**config.mk**
```make
export PLATFORM = sky130hd
export DESIGN_NAME = noise_gate
export DESIGN_NICKNAME = d
export VERILOG_FILES = /design/src/rtl/noise_gate_pkg.sv /design/src/rtl/noise_gate_peak_env.sv /design/src/rtl/noise_gate.sv
export SDC_FILE = /design/constraint.sdc
export NUM_CORES = 1
export LEC_CHECK = 0
export BUFFER_PORTS_ARGS = -buffer_cell sky130_fd_sc_hd__buf_2
export CORE_ASPECT_RATIO = 1.75
export CORE_MARGIN = 8
export CORE_UTILIZATION = 55
export CTS_CLUSTER_DIAMETER = 60
export DETAILED_ROUTE_END_ITERATION = 16
export PLACE_DENSITY = 0.75
export REMOVE_ABC_BUFFERS = 1
export SYNTH_ARGS = -nofsm -noshare
export SYNTH_HDL_FRONTEND = slang
export SYNTH_SLANG_ARGS = --single-unit
```
**constraint.sdc**
```tcl
create_clock -name clk -period 12.7 [get_ports clk]
set_input_delay 1.27 -clock clk [delete_from_list [all_inputs] [get_ports clk]]
set_output_delay 1.27 -clock clk [all_outputs]
set_load 0.005 [all_outputs]
```
**src/rtl/noise_gate_pkg.sv**
```systemverilog
// noise_gate_pkg: shared types and helpers for the noise gate.
//   gate_state_t : gate FSM states
//   unity()      : unity gain value for a given number of gain fraction bits
//   abs_sat()    : magnitude of a dw-bit signed sample, most-negative saturated
package noise_gate_pkg;

  typedef enum logic [2:0] {
    CLOSED,
    ATTACK,
    OPEN,
    HOLD,
    RELEASE
  } gate_state_t;

  function automatic int unsigned unity(input int unsigned gain_w);
    return 32'd1 << gain_w;
  endfunction

  // x is a dw-bit sample sign-extended to 32 bits; -2**(dw-1) has no positive
  // twin in dw bits, so it maps to 2**(dw-1)-1.
  function automatic logic [31:0] abs_sat(input logic signed [31:0] x,
                                          input int unsigned dw);
    logic signed [31:0] most_neg;
    most_neg = -(32'sd1 <<< (dw - 1));
    if (x == most_neg)
      return (32'd1 << (dw - 1)) - 32'd1;
    else if (x < 0)
      return $unsigned(-x);
    else
      return $unsigned(x);
  endfunction

endpackage

```
**src/rtl/noise_gate_peak_env.sv**
```systemverilog
// noise_gate_peak_env: peak envelope follower (pipeline stage S2).
//   clk, rst_n : clock, synchronous active-low reset
//   v1         : stage-1 valid; the envelope advances only on valid samples
//   abs1       : stage-1 sample magnitude
//   env        : registered envelope
//   env_next   : combinational envelope for the sample currently in stage 1
module noise_gate_peak_env
  import noise_gate_pkg::*;
#(
  parameter int unsigned ENV_W       = 15,
  parameter int unsigned DECAY_SHIFT = 6
) (
  input  logic             clk,
  input  logic             rst_n,
  input  logic             v1,
  input  logic [ENV_W-1:0] abs1,
  output logic [ENV_W-1:0] env,
  output logic [ENV_W-1:0] env_next
);

  logic [ENV_W-1:0] dec;
  logic [ENV_W-1:0] decayed;

  // Minimum decay of 1 keeps small envelopes from sticking above zero.
  always_comb begin
    dec = env >> DECAY_SHIFT;
    if (dec == '0 && env != '0)
      dec = ENV_W'(1);
    decayed  = env - dec;
    env_next = (abs1 > decayed) ? abs1 : decayed;
  end

  always_ff @(posedge clk) begin
    if (!rst_n)
      env <= '0;
    else if (v1)
      env <= env_next;
  end

endmodule

```
**src/rtl/noise_gate.sv**
```systemverilog
// noise_gate: sample-strobed downward noise gate (3-stage pipeline).
//   clk, rst_n    : clock, synchronous active-low reset
//   sample_en     : one-cycle strobe per audio sample, qualifies data_i
//   data_i        : signed input sample
//   open_thresh   : envelope level that opens the gate
//   close_thresh  : envelope level below which closing starts (clamped to open_thresh)
//   hold_len      : samples held open after the envelope falls below close level
//   attack_step   : gain increment per sample while attacking
//   release_step  : gain decrement per sample while releasing
//   data_o        : gated sample, held between valid_o pulses
//   valid_o       : one-cycle pulse, 3 clks after the sample_en cycle
//   gate_open_o   : high when the gate is not CLOSED, aligned with data_o
//   env_o         : registered envelope aligned with data_o; present only when
//                   NOISE_GATE_ENV_OUT_EN is defined
module noise_gate
  import noise_gate_pkg::*;
#(
  parameter int unsigned DATA_WIDTH  = 16,
  parameter int unsigned GAIN_W      = 8,
  parameter int unsigned HOLD_W      = 16,
  parameter int unsigned DECAY_SHIFT = 6
) (
  input  logic                         clk,
  input  logic                         rst_n,
  input  logic                         sample_en,
  input  logic signed [DATA_WIDTH-1:0] data_i,
  input  logic        [DATA_WIDTH-2:0] open_thresh,
  input  logic        [DATA_WIDTH-2:0] close_thresh,
  input  logic        [HOLD_W-1:0]     hold_len,
  input  logic        [GAIN_W-1:0]     attack_step,
  input  logic        [GAIN_W-1:0]     release_step,
  output logic signed [DATA_WIDTH-1:0] data_o,
  output logic                         valid_o,
  output logic                         gate_open_o
`ifdef NOISE_GATE_ENV_OUT_EN
  ,
  output logic        [DATA_WIDTH-2:0] env_o
`endif
);

  localparam logic [GAIN_W:0] UNITY = (GAIN_W + 1)'(unity(GAIN_W));
  localparam int unsigned     PW    = DATA_WIDTH + GAIN_W + 2;

  // S1
  logic signed [DATA_WIDTH-1:0] x1;
  logic        [DATA_WIDTH-2:0] abs1;
  logic                         v1;
  logic        [31:0]           abs_full;
  logic                         unused_abs;

  assign abs_full   = abs_sat(32'(data_i), DATA_WIDTH);
  assign unused_abs = ^abs_full[31:DATA_WIDTH-1];

  always_ff @(posedge clk) begin
    if (!rst_n) begin
      x1   <= '0;
      abs1 <= '0;
      v1   <= 1'b0;
    end else begin
      v1 <= sample_en;
      if (sample_en) begin
        x1   <= data_i;
        abs1 <= abs_full[DATA_WIDTH-2:0];
      end
    end
  end

  // S2: envelope + gate FSM
  logic [DATA_WIDTH-2:0] env;
  logic [DATA_WIDTH-2:0] env_next;

  noise_gate_peak_env #(
    .ENV_W       (DATA_WIDTH - 1),
    .DECAY_SHIFT (DECAY_SHIFT)
  ) u_peak_env (
    .clk      (clk),
    .rst_n    (rst_n),
    .v1       (v1),
    .abs1     (abs1),
    .env      (env),
    .env_next (env_next)
  );

  gate_state_t                  state, state_next;
  logic        [GAIN_W:0]       gain, gain_next;
  logic        [HOLD_W-1:0]     hold_cnt, hold_next;
  logic        [DATA_WIDTH-2:0] eff_close;
  logic                         ge_open, lt_close;
  logic        [GAIN_W:0]       gain_sum, gain_up, gain_dn;
  logic signed [DATA_WIDTH-1:0] x2;
  logic                         v2;

  // gain <= UNITY, so gain + step cannot overflow GAIN_W+1 bits.
  always_comb begin
    eff_close = (close_thresh < open_thresh) ? close_thresh : open_thresh;
    ge_open   = (env_next >= open_thresh);
    lt_close  = (env_next < eff_close);
    gain_sum  = gain + {1'b0, attack_step};
    gain_up   = (gain_sum > UNITY) ? UNITY : gain_sum;
    gain_dn   = ({1'b0, release_step} >= gain) ? '0 : gain - {1'b0, release_step};
  end

  // Gain follows the state being entered on the same sample.
  always_comb begin
    state_next = state;
    gain_next  = gain;
    hold_next  = hold_cnt;
    if (v1) begin
      unique case (state)
        CLOSED: begin
          if (ge_open) begin
            state_next = ATTACK;
            gain_next  = gain_up;
          end else begin
            gain_next = '0;
          end
        end
        ATTACK: begin
          if (lt_close) begin
            state_next = RELEASE;
            gain_next  = gain_dn;
          end else if (gain_up == UNITY) begin
            state_next = OPEN;
            gain_next  = UNITY;
          end else begin
            gain_next = gain_up;
          end
        end
        OPEN: begin
          gain_next = UNITY;
          if (lt_close) begin
            state_next = HOLD;
            hold_next  = hold_len;
          end
        end
        HOLD: begin
          gain_next = UNITY;
          if (ge_open) begin
            state_next = OPEN;
          end else if (hold_cnt == '0) begin
            state_next = RELEASE;
            gain_next  = gain_dn;
          end else begin
            hold_next = hold_cnt - HOLD_W'(1);
          end
        end
        RELEASE: begin
          if (ge_open) begin
            state_next = ATTACK;
            gain_next  = gain_up;
          end else if (gain_dn == '0) begin
            state_next = CLOSED;
            gain_next  = '0;
          end else begin
            gain_next = gain_dn;
          end
        end
        default: begin
          state_next = CLOSED;
          gain_next  = '0;
        end
      endcase
    end
  end

  always_ff @(posedge clk) begin
    if (!rst_n) begin
      state    <= CLOSED;
      gain     <= '0;
      hold_cnt <= '0;
    end else begin
      state    <= state_next;
      gain     <= gain_next;
      hold_cnt <= hold_next;
    end
  end

  always_ff @(posedge clk) begin
    if (!rst_n) begin
      x2 <= '0;
      v2 <= 1'b0;
    end else begin
      v2 <= v1;
      if (v1)
        x2 <= x1;
    end
  end

  // S3: arithmetic shift of the signed product floors toward -inf.
  logic signed [PW-1:0] prod;
  logic signed [PW-1:0] scaled;
  logic                 unused_scaled;

  assign prod          = $signed(PW'(x2)) * $signed(PW'({1'b0, gain}));
  assign scaled        = prod >>> GAIN_W;
  assign unused_scaled = ^scaled[PW-1:DATA_WIDTH];

  always_ff @(posedge clk) begin
    if (!rst_n) begin
      data_o      <= '0;
      valid_o     <= 1'b0;
      gate_open_o <= 1'b0;
`ifdef NOISE_GATE_ENV_OUT_EN
      env_o       <= '0;
`endif
    end else begin
      valid_o <= v2;
      if (v2) begin
        data_o      <= scaled[DATA_WIDTH-1:0];
        gate_open_o <= (state != CLOSED);
`ifdef NOISE_GATE_ENV_OUT_EN
        env_o       <= env;
`endif
      end
    end
  end

`ifndef NOISE_GATE_ENV_OUT_EN
  logic unused_env;
  assign unused_env = ^env;
`endif

endmodule

```
---- Yosys cells after proc, flatten, opt, wreduce, memory -nomap -nowiden ----
Index checks and enable logic that the tools add are counted.
word-level totals
  input bits .............................. 81
  logic and storage cells ................. 76
  output and inout port bits .............. 18
  flip-flop bits (word level) ............. 110
operators by class
  order comparisons ....................... 7
  muxes and demuxes ....................... 28
  eq/ne operators ......................... 13
  multipliers ............................. 1
  reduce and logical (&&, ||, !) cells .... 10
  add/subtract/negate cells ............... 5
operators with widths
  cell                                                 count
  2-to-1 mux 9 bit                                     10
  2-to-1 mux 15 bit                                    4
  2-to-1 mux 16 bit                                    3
  case mux 9 bit (5 select lines)                      1
  case mux 16 bit (2 select lines)                     1
  < comparator 15 bit                                  2
  multiplier 16 x 10 -> 24 bit                         1
  2-to-1 mux 3 bit                                     8
  equality test 16 bit, second input constant          1
  logical NOT 16 bit                                   1
  < comparator 16 x 1 -> 1 bit, second input constant  1
  subtractor 16 x 1 -> 16 bit, second input constant   1
  >= comparator 15 bit                                 1
  > comparator 15 bit                                  1
  logical NOT 15 bit                                   1
  negator 15 bit                                       1
  case mux 3 bit (5 select lines)                      1
  nonzero test 15 bit                                  1
  subtractor 15 bit                                    1
  adder 9 x 8 -> 9 bit                                 1
  equality test 9 bit, second input constant           1
  >= comparator 8 x 9 -> 1 bit                         1
  > comparator 9 bit, second input constant            1
  logical NOT 9 bit                                    1
  12 further kinds                                     18

---- Logic depth before layout (Yosys ltp) ----
  depth in word-level cells ............... 9
  depth in mapped cells ................... 33
  mapped depth without buffers ............ 32

---- Hierarchy ----
A second synthesis with hierarchy kept.
unflattened totals
  cell total of the unflattened synthesis .. 1519
  area, all modules ....................... 12764.7 um^2
by module, submodules not included
  module               area an instance (um^2)  times used  cells each  sequential area each (um^2)
  noise_gate           10945.5                  1           1296        1901.8
  noise_gate_peak_env  1819.2                   1           223         300.3

---- Least setup slack after synthesis ----
Ideal clock, no wire load.
  path type ............................... reg2reg
  from .................................... reg u_peak_env.env[11]
  to ...................................... reg hold_cnt[1]
  buffers on the path ..................... 2
  path slack .............................. 6108 ps
  stages on the path, launching flop included .. 29
  required time ........................... 12566 ps
  period minus slack after synthesis ...... 6592 ps
  data arrival time ....................... 6458 ps
  setup time .............................. 134 ps
  cells stage by stage .................... dfxtp_1 > inv_1 > nand4_1 > o31ai_1 > ha_1 > nor2b_1 > o21a_1 > o21ai_0 > a211oi_1 > a2111oi_0 > nand3_1 > xnor2_1 > ha_1 > nand3_1 > nor3_2 > o31ai_1 > a21oi_1 > clkbuf_1 > mux2i_1 > ha_1 > a21o_1 > a211o_1 > o32ai_1 > a21o_1 > nand2_1 > o32a_1 > buf_2 > a211oi_1 > a211oi_1
on the way
  cells in the longest elaborated chain, start to end .. 9
  elaborated cells on any way between the ends .. 12
  those cells by class .................... add/sub: 1; order compare: 3; eq/ne: 2; mux: 2; reduce/logical: 4
RTL lines
  what                                                         RTL line                            text
  start: declaration                                           noise_gate_peak_env.sv:17           output logic [ENV_W-1:0] env,
  start signal: assignment                                     noise_gate_peak_env.sv:37           env <= env_next;
  logical NOT 15 bit or nonzero test 15 bit (tied branches)    noise_gate_peak_env.sv:27           if (dec == '0 && env != '0)
  logical AND 1 bit                                            noise_gate_peak_env.sv:27
  2-to-1 mux 9 bit                                             noise_gate_peak_env.sv:27
  subtractor 15 bit *                                          noise_gate_peak_env.sv:29           decayed = env - dec;
  > comparator 15 bit                                          noise_gate_peak_env.sv:30           env_next = (abs1 > decayed) ? abs1 : decayed;
  2-to-1 mux 15 bit *                                          noise_gate_peak_env.sv:30
  via env_next[12]                                             noise_gate.sv:70                    logic [DATA_WIDTH-2:0] env_next;
  >= comparator 15 bit or < comparator 15 bit (tied branches)  noise_gate.sv:96, noise_gate.sv:97
  inequality test 2 bit (no source line)                       n/a
  AND reduction 5 bit (no source line) *                       n/a
  end signal: assignment                                       noise_gate.sv:174                   hold_cnt <= hold_next;
  end: declaration                                             noise_gate.sv:86                    logic [HOLD_W-1:0] hold_cnt, hold_next;
The timed path passes the listed nets; every way through them passes the cells marked *.
A chain may end at the register's enable or synchronous reset.

---- Worst setup path in the final report ----
  from .................................... reg u_peak_env.env[10]
  to ...................................... reg hold_cnt[0]
Same word-level chain as after synthesis.

==> impl_results.md <==
- Status: finished, final reports clean
- Initial antenna violation count: 0
- Clock transition at the registers of the reported paths: 0.08 ns
- Slew @ Worst Pin: 1.17 ns
- Worst-Skew Late Latency: 0.38 ns
- Non-filler cells, final: 1896
- Synth Cell Area: 12800 sq um
- Reg2reg end: hold_cnt[0]$_SDFFE_PN0P_
- Setup crit end kind: flop
- Ranking of synthesized cells by area: fa_1, dfxtp_1, ha_1
- Cells after DPL: 1880
- DRC Markers: 0
- Hold slack: 0.465 ns
- Count of hold-fix buffers inserted at cts: 0
- Post-synth top area share: 18.3%
- Final Setup Violations: 0
- WL per Instance: 16.8 microns
- Netlist cell types: 70
- Total power: 2.75 mW
- R2R Setup Slk: 4.14 ns
- Crit Path Max Fanout: 32
- # fillers: 2067
- Vias per std cell: 5.71
- Setup TNS: 0 ns
- First-pass GRT wire length: 53100 microns
- Post-Synthesis Cells: 1539
- Die width: 131 microns
- Fin nets: 1920
- Full die area: 28600 sq um
- Most frequent cells after synthesis: inv_1, ha_1, nor2_1
- Largest net degree at the start of global routing: 62
- Max-slew headroom: 20.0%
- Peak VDD IR: 202 uV
- RSZ-0062 raised after global routing: no
- Initial core utilization: 55.5%
- H-tree levels: 3
- Clk sinks: 110
- Avg Inst Size Synth: 8.31 sq um
- Leak: 6.75 nW
- Gpl congestion: 0.935
- Grt ovf: 0
- Power Dens Cells: 200 nW/um^2
- Hold path endpoint: hold_cnt[14]$_SDFFE_PN0P_
- Via count: 10.8k
- Layout area overhead: 7.76%
- Drt pass-1 iters: 5
- Post-synthesis async set-or-reset flop share: 0%
- Core ar.: 23100 sq um
- Critical path data arrival time: 8.83 ns
- Warnings from Yosys: 0
- FF+latch count, synth: 110
- Post-Place Cell Area: 13500 sq um
- Post-DP HPWL: 25600 microns
- Worst setup margin: 4.14 ns
- Max Clk Rate: 117 MHz
- Max_cap viols: 0
- CTS tree: built
- Post-Route Utilization: 59.8%
- Row count: 74
- Number of global-route vias before repair: 11.3k
- Chip Height: 218 microns
- Post-CTS setup buffers: 0
- Register area share after synthesis: 17.2%
- Worst reg2reg path startpoint: u_peak_env.env[10]$_SDFFE_PN0P_
- Crit start category: flop
- CTS root buf: clkbuf_16
- Final-report max-slew violation count: 0
- Worst Hold Depth: 2
- Post-synth top area cell: fa_1
- WS Path Type: reg2reg
- Number of buffers created by CTS: 9
- Part of the cycle the worst path needs: 67.4%
- # IOs: 99
- Worst Skew: 0.0159 ns
- Number of synthesized flops with an enable pin: 0
- Final WL: 31900 microns
- Cell area after layout: 13800 sq um
- Layout cells sized above 1: 9.17%
- Total Routing Usage GR: 22.4%
- Most common cell in the synthesized netlist: inv_1
- CTS Buffer Depth: 2
- Worst hold path type: reg2reg
- PostCTS Resize Cnt: 0
- Dpl ws: 4.27 ns
- 1st-iter DRT viols: 529
- N_diodes: 0
- Hold Crit Start: hold_cnt[14]$_SDFFE_PN0P_
- Fin. Hold Viols: 0
- Final min period: 8.56 ns
- Routed Antenna Nets: 0
- CP required: 12.97 ns
- Worst reg-to-reg path cell count: 26
- Top_reg_cell synth: dfxtp_1
- Port Buffers: 98
## registers in the layout (all words and copies together), names as in the netlist
signal / cells
gate_open_o: 1
v1: 1
u_peak_env.env: 15
data_o: 16
v2: 1
x2: 16
hold_cnt: 16
gain: 9
valid_o: 1
state: 3
x1: 16
abs1: 15
## logic make-up (layout without fill, tap and decap cells)
group	Yosys count	after routing	share of synthesized area [%]
adders and majority gates	252	252	31.5
xor gates and xnor gates	57	57	3.90
and+or+nand+nor	487	487	19.1
DFF	110	110	17.2
buffers and inverters	267	320	7.88
muxes	76	76	5.99
AOI/OAI and AO/OA	290	290	14.4
## metal layers
| layer | GRT usage [%] | share of wire (%) |
|---|---|---|
| met3 | 1.94 | 2.8 |
| met5 | 0 | 0 |
| met4 | 11.7 | 3.7 |
| met1 | 23.2 | 39 |
| met2 | 43.8 | 55 |
## placed cells by master (no fill, tap or decap), types with 7 or more instances in the layout
cell	Yosys	layout
a211oi_1	11	11
a21o_1	14	14
a21oi_1	84	83
a31oi_1	12	12
and2_1	96	96
and3_1	7	7
buf_2	4	98
buf_4	0	7
clkbuf_16	0	9
dfxtp_1	110	109
fa_1	117	117
ha_1	135	135
inv_1	198	197
mux2i_1	72	72
nand2_1	117	117
nand2b_1	11	11
nand3_1	23	23
nand3b_1	12	12
nand4_1	16	16
nor2_1	127	127
nor2b_1	14	14
nor3_1	21	21
o211ai_1	15	15
o21a_1	7	7
o21ai_0	53	53
o21ai_1	26	26
o31ai_1	10	10
or2_2	8	8
or3_1	12	12
xnor2_1	34	34
xor2_1	23	23
## where the power goes
| part | internal (mW) | switching [mW] | total [mW] |
|---|---|---|---|
| sequential | 0.384 | 0.0799 | 0.464 |
| clock | 0.179 | 0.144 | 0.323 |
| combinational | 0.794 | 1.17 | 1.96 |
| total | 1.36 | 1.39 | 2.75 |
## worst max-delay path, cell delays in order (launching register included)
cell and delay, ns:
dfxtp_1 0.34, inv_1 0.17, nand4_1 0.19, o31ai_1 0.30, ha_1 0.22, nor2b_1 0.06
o21a_1 0.17, o21ai_0 0.32, a211oi_1 0.19, a2111oi_0 1.04, nand3_1 0.20, xnor2_1 0.22
ha_1 0.31, nand3_1 0.11, nor3_2 0.26, o31ai_1 0.16, a21oi_2 0.95, mux2_2 0.47
ha_1 0.32, a21oi_1 0.15, nand2_1 0.06, a211o_1 0.32, a221oi_1 0.41, o21ai_1 0.30
o32a_1 0.61, a211o_1 0.41, and3_1 0.17
## cell type report
| cell class | instances | area [sq um] | area share (%) |
|---|---|---|---|
| Clock buffer | 11 | 243 | 1.76 |
| Tap cell | 304 | 380 | 2.76 |
| Sequential cell | 110 | 2200 | 16.0 |
| Timing Repair Buffer | 105 | 543 | 3.94 |
| Multi-Input combinational cell | 1162 | 9580 | 69.5 |
| Clock inverter | 5 | 81.3 | 0.590 |
| Inverter | 199 | 747 | 5.42 |
## how the worst max path moves through the flow
stage,start,end,cells after the start
2_1_floorplan,u_peak_env.env[11]$_SDFFE_PN0P_,hold_cnt[0]$_SDFFE_PN0P_,26
3_3_place_gp,u_peak_env.env[10]$_SDFFE_PN0P_,hold_cnt[0]$_SDFFE_PN0P_,26
3_5_place_dp,u_peak_env.env[10]$_SDFFE_PN0P_,hold_cnt[0]$_SDFFE_PN0P_,26
4_1_cts,u_peak_env.env[10]$_SDFFE_PN0P_,hold_cnt[0]$_SDFFE_PN0P_,26
6_report,u_peak_env.env[10]$_SDFFE_PN0P_,hold_cnt[0]$_SDFFE_PN0P_,26
5_1_grt,u_peak_env.env[10]$_SDFFE_PN0P_,hold_cnt[0]$_SDFFE_PN0P_,26
No activity file was read; power rests on OpenSTA's default activity.
